<file path="src/rtl/riscv_i32_dmem_sequencer.sv">
// Data-memory sequencer: splits misaligned loads/stores into two word accesses.
// Split support is enabled by defining RISCV_I32_DMEM_SEQUENCER_SPLIT_EN.
module riscv_i32_dmem_sequencer (
    input  logic        clk,
    input  logic        reset_n,
    input  logic        req_valid,
    input  logic        req_write,
    input  logic [1:0]  req_size,
    input  logic [31:0] req_address,
    input  logic [31:0] req_write_data,
    output logic        req_ready,
    output logic        mem_valid,
    output logic        mem_write,
    output logic [31:0] mem_address,
    output logic [3:0]  mem_byte_enable,
    output logic [31:0] mem_write_data,
    input  logic        mem_ack,
    input  logic [31:0] mem_read_data,
    output logic        resp_valid,
    output logic [31:0] resp_data,
    output logic        resp_error
);

`ifdef RISCV_I32_DMEM_SEQUENCER_SPLIT_EN
    localparam bit SplitEn = 1'b1;
`else
    localparam bit SplitEn = 1'b0;
`endif

    typedef enum logic [1:0] {
        IDLE,
        FIRST,
        SECOND,
        RESP
    } state_t;

    state_t      state;
    state_t      state_next;
    logic        write_q;
    logic [31:0] addr_q;
    logic [31:0] wdata_q;
    logic [31:0] rdata_q;
    logic [7:0]  mask_q;
    logic [3:0]  base;
    logic [7:0]  mask_req;
    logic        split;
    logic        reject;
    logic [31:0] word_addr;
    logic        accept;

    assign accept    = req_valid && (state == IDLE);
    assign split     = |mask_q[7:4];
    assign reject    = split && !SplitEn;
    assign word_addr = {addr_q[31:2], 2'b00};

    // Lane mask of the incoming request, 8 lanes wide so a split shows up in [7:4]
    always_comb begin
        unique case (req_size)
            2'd0:    base = 4'b0001;
            2'd1:    base = 4'b0011;
            default: base = 4'b1111;
        endcase
        mask_req = {4'b0000, base} << req_address[1:0];
    end

    // State register
    always_ff @(posedge clk) begin
        if (!reset_n) begin
            state <= IDLE;
        end else begin
            state <= state_next;
        end
    end

    // Next-state and output decode; all outputs come from latched request state
    always_comb begin
        state_next      = state;
        req_ready       = 1'b0;
        mem_valid       = 1'b0;
        mem_write       = 1'b0;
        mem_address     = 32'd0;
        mem_byte_enable = 4'd0;
        mem_write_data  = 32'd0;
        resp_valid      = 1'b0;
        resp_data       = 32'd0;
        resp_error      = 1'b0;
        unique case (state)
            IDLE: begin
                req_ready = 1'b1;
                if (req_valid) begin
                    state_next = FIRST;
                end
            end
            FIRST: begin
                if (reject) begin
                    state_next = RESP;
                end else begin
                    mem_valid       = 1'b1;
                    mem_write       = write_q;
                    mem_address     = word_addr;
                    mem_byte_enable = mask_q[3:0];
                    mem_write_data  = wdata_q;
                    if (mem_ack) begin
                        state_next = split ? SECOND : RESP;
                    end
                end
            end
            SECOND: begin
                mem_valid       = 1'b1;
                mem_write       = write_q;
                mem_address     = word_addr + 32'd4;
                mem_byte_enable = mask_q[7:4];
                mem_write_data  = wdata_q;
                if (mem_ack) begin
                    state_next = RESP;
                end
            end
            RESP: begin
                resp_valid = 1'b1;
                resp_data  = rdata_q;
                resp_error = reject;
                state_next = IDLE;
            end
        endcase
    end

    // Request latch and per-lane merge of load data on each acknowledged access
    always_ff @(posedge clk) begin
        if (!reset_n) begin
            write_q <= 1'b0;
            addr_q  <= 32'd0;
            wdata_q <= 32'd0;
            mask_q  <= 8'd0;
            rdata_q <= 32'd0;
        end else if (accept) begin
            write_q <= req_write;
            addr_q  <= req_address;
            wdata_q <= req_write_data;
            mask_q  <= mask_req;
            rdata_q <= 32'd0;
        end else if (mem_valid && mem_ack && !write_q) begin
            for (int i = 0; i < 4; i++) begin
                if (mem_byte_enable[i]) begin
                    rdata_q[8*i +: 8] <= mem_read_data[8*i +: 8];
                end
            end
        end
    end

endmodule

</file>
<file path="config.mk">
export PLATFORM = sky130hd
export DESIGN_NAME = riscv_i32_dmem_sequencer
export DESIGN_NICKNAME = d
export VERILOG_FILES = /design/src/rtl/riscv_i32_dmem_sequencer.sv
export SDC_FILE = /design/constraint.sdc
export NUM_CORES = 1
export LEC_CHECK = 0
export BUFFER_PORTS_ARGS = -buffer_cell sky130_fd_sc_hd__buf_2
export CAP_MARGIN = 20
export CORE_MARGIN = 5
export CORE_UTILIZATION = 45
export CTS_CLUSTER_SIZE = 25
export DETAILED_ROUTE_END_ITERATION = 16
export GPL_ROUTABILITY_DRIVEN = 0
export PLACE_DENSITY_LB_ADDON = 0.15
export SYNTH_ARGS = -nofsm -noshare
export SYNTH_HDL_FRONTEND = slang
export SYNTH_SLANG_ARGS = --single-unit
</file>
<file path="constraint.sdc">
create_clock -name clk -period 2.3 [get_ports clk]
set_clock_uncertainty 0.15 [all_clocks]
set_input_delay 0.46 -clock clk [delete_from_list [all_inputs] [get_ports clk]]
set_output_delay 0.46 -clock clk [all_outputs]
set_load 0.005 [all_outputs]
</file>
==> results_dict.tcl <==
set metrics [dict create \
    post_dp_cell_area_um2 6960 \
    drc_errors 0 \
    synthFlopType "dfxtp_1" \
    power_density_nw_per_um2 940 \
    htreeDepth 3 \
    setup_violations 67 \
    num_io_pins 208 \
    reg2reg_from "state[1]" \
    synth-edff-count 0 \
    grt_pass1_wl_um 27200 \
    max-cap-violations 0 \
    timing.setup.tns_ps -13470 \
    num_rows 40 \
    crit_arrival_ps 2010 \
    synth.largest_area_cell "dfxtp_1" \
    syn_avg_cell_area_um2 7.98 \
    vias_per_cell 5.35 \
    cp_cell_sequence "buf_4 -> nand3_4 -> nor4_4 -> nand2_2 -> o311ai_1 -> o41ai_1 -> buf_2" \
    violations "negative setup slack" \
    synth_top_area_share_pct 38.5 \
    grtUsageTotal_pct 23.1 \
    gr-total-overflow 0 \
    synth_area_leaders "dfxtp_1 38%, nand2_1 10%, a21boi_0 9.2%, and2_1 8.1%, mux2i_1 6.1%" \
    min_period_ps 2620 \
    worst_pin_slew_ps 506 \
    cp-end-kind "output pin" \
    crit_buf_inv 2 \
    fp.dieW_um 120 \
    cp_top_family "simple AND/OR/NAND/NOR gates" \
    n_antenna_cell 0 \
    synth_area_um2 5410 \
    hold_class "in -> reg" \
    root_buffer "clkbuf_16" \
    die_h_um 120 \
    rr_worst_depth 10 \
    fin_ws_ps -324 \
    grt_max_degree 51 \
    seqCellArea_um2 2120 \
    clk_latency_ps 350 \
    maxSlewViolCount 0 \
    crit_path_max_incr_delay_ps 390 \
    clock_path_buffers 2 \
    crit_path_max_fanout 5 \
    start_util_pct 45.4 \
    fin_area_um2 8490 \
    nets 1060 \
    whs_endpoint "rdata_q[15]" \
    io_buffers 205 \
    synth_cells 678 \
    period_share_pct 114 \
    min_from "mem_read_data[15]" \
    dr_total_vias 5908 \
    rsz0062_at_grt "yes" \
    hold_depth 3 \
    grt_pass1_vias 5722 \
    cts_tree "yes" \
    crit_required_ps 1690 \
    synth_cell_type_count 53 \
    synth_warnings 0 \
    multi_input_area_um2 3520 \
    syn_to_final_growth_pct 56.9 \
    cts_hold_buf 0 \
    numClockSinks 104 \
    reg2reg_slack_ps 80 \
    synthTopCellsByCount "147 x nand2_1, 104 x dfxtp_1, 70 x and2_1, 66 x a21boi_0, 47 x nor2_1" \
    worstSetupPathType "reg -> out" \
    first_pass_iters 5 \
    dp.final_hpwl_um 11700 \
    yosysMostFrequentCell "nand2_1" \
    max_freq_mhz 381 \
    ys_seq_area_share_pct 38.5 \
    yosys_register_bits 104 \
    cts_buffers 9 \
    p_leak_nw 3.68 \
    cp-start-kind "flip-flop" \
    wl_um 18400 \
    async_flop_share_pct 0 \
    whs_ps 193 \
    core_um2 11900 \
    status "finished, violations left" \
    cts.clk_slew.worst_paths_ps 70 \
    maxSlewHeadroom_pct 66.2 \
    irDropWorstVdd_mv 0.587 \
    reg2reg_to "rdata_q[21]" \
    crit_slowest_cell "dfxtp_2" \
    wl_per_cell_um 16.6 \
    hold_viol 0 \
    antenna_found_initial 0 \
    num-fill-cells 914 \
    drtAntennaViolNets 0 \
    drive_gt1_share_pct 46.0 \
    drt-initial-drc-count 402 \
    die-area_um2 14300 \
]
## how the worst max path moves through the flow
| stage | from | to | slack [ps] | depth (start not counted) |
|---|---|---|---|---|
| final | addr_q[8] | mem_address[23] | -320 | 7 |
| after detailed placement | addr_q[3] | mem_address[23] | -130 | 8 |
| after floorplan | addr_q[3] | mem_address[14] | 7 | 6 |
| after global routing | addr_q[8] | mem_address[23] | -450 | 7 |
| after global placement | addr_q[3] | mem_address[23] | -60 | 8 |
| after CTS | addr_q[11] | mem_address[23] | -300 | 7 |
## worst reg2reg max path: stages (launching register included)
cell	delay, ps
dfxtp_4	360
inv_4	80
ha_4	130
nor4b_4	280
buf_6	210
buf_6	110
a22oi_2	60
buf_4	160
nor2_4	260
mux2i_1	240
nor2_1	60
## cell usage in the layout (no fill, tap or decap), types with 5 or more instances in the layout
cell type,count
nand2_2,6
nor2_1,44
dfxtp_2,15
buf_12,12
nand4_1,14
o21ai_1,9
a21oi_1,12
buf_2,181
clkbuf_16,12
and2_4,24
nor3_1,7
nor2b_1,8
o21ai_2,11
buf_6,51
mux2i_1,33
dfxtp_4,5
and2_1,44
inv_1,5
dfxtp_1,84
a21oi_2,6
buf_4,57
nand2_1,140
nor2_4,5
o21ai_0,5
a21boi_0,65
## through the flow
stage	power (mW)	instances	util, %	setup slack, ps
finish	7.98	1104	71.3	-324
global route	8.37	1104	71.3	-445
CTS	7.41	1088	67.1	-305
detailed placement	4.71	1043	58.4	-127
global placement	4.62	1043	58.4	-62.7
floorplan	3.63	679	-	6.61
## registers in the layout, indices dropped and copies added, names as in the netlist
register / flops
addr_q: 30
mask_q: 7
rdata_q: 32
wdata_q: 32
state: 2
write_q: 1
## cell type report
class,instances,share of cell area (%)
flip-flops and latches,104,25.0
clock buffers,10,2.70
well taps,147,2.17
clock inverters,6,1.36
repair buffers,308,26.9
inverters,8,0.442
multi-input cells,521,41.5
## power by group
part	total [mW]	switching (mW)	leakage, nW	internal (mW)
Sequential	2.30	0.220	0.857	2.08
Combinational	3.90	1.99	2.66	1.91
Clock	1.78	0.708	0.163	1.07
## repair_timing
| action | 4_1_cts | 5_1_grt |
|---|---|---|
| cloned | 3 | 4 |
| pin swaps | 38 | 34 |
| setup endpoints to repair | 68 | 94 |
| gates resized for setup | 125 | 93 |
| setup buffers | 26 | 19 |
## kinds of logic (layout without fill, tap and decap cells)
group | Yosys count | in the layout | synth area share (%)
AO/OA/AOI/OAI | 144 | 144 | 18.2
XOR/XNOR | 4 | 4 | 0.647
adder cells (fa/ha/maj) | 5 | 5 | 1.16
buffers and inverters | 55 | 332 | 4.09
flip-flops | 104 | 104 | 38.5
multiplexers | 33 | 33 | 6.11
other | 1 | 2 | 0.0693
AND/OR/NAND/NOR | 332 | 333 | 31.2
## per-layer routing
metal | routed length [µm] | up-vias | global-route usage [%]
li1 | - | 2856 | -
met3 | 1460 | 34 | 6.93
met4 | 310 | 0 | 6.30
met2 | 9200 | 221 | 40.6
met1 | 7400 | 2797 | 27.3
met5 | 0 | - | 0
No activity file was read; power rests on OpenSTA's default activity.
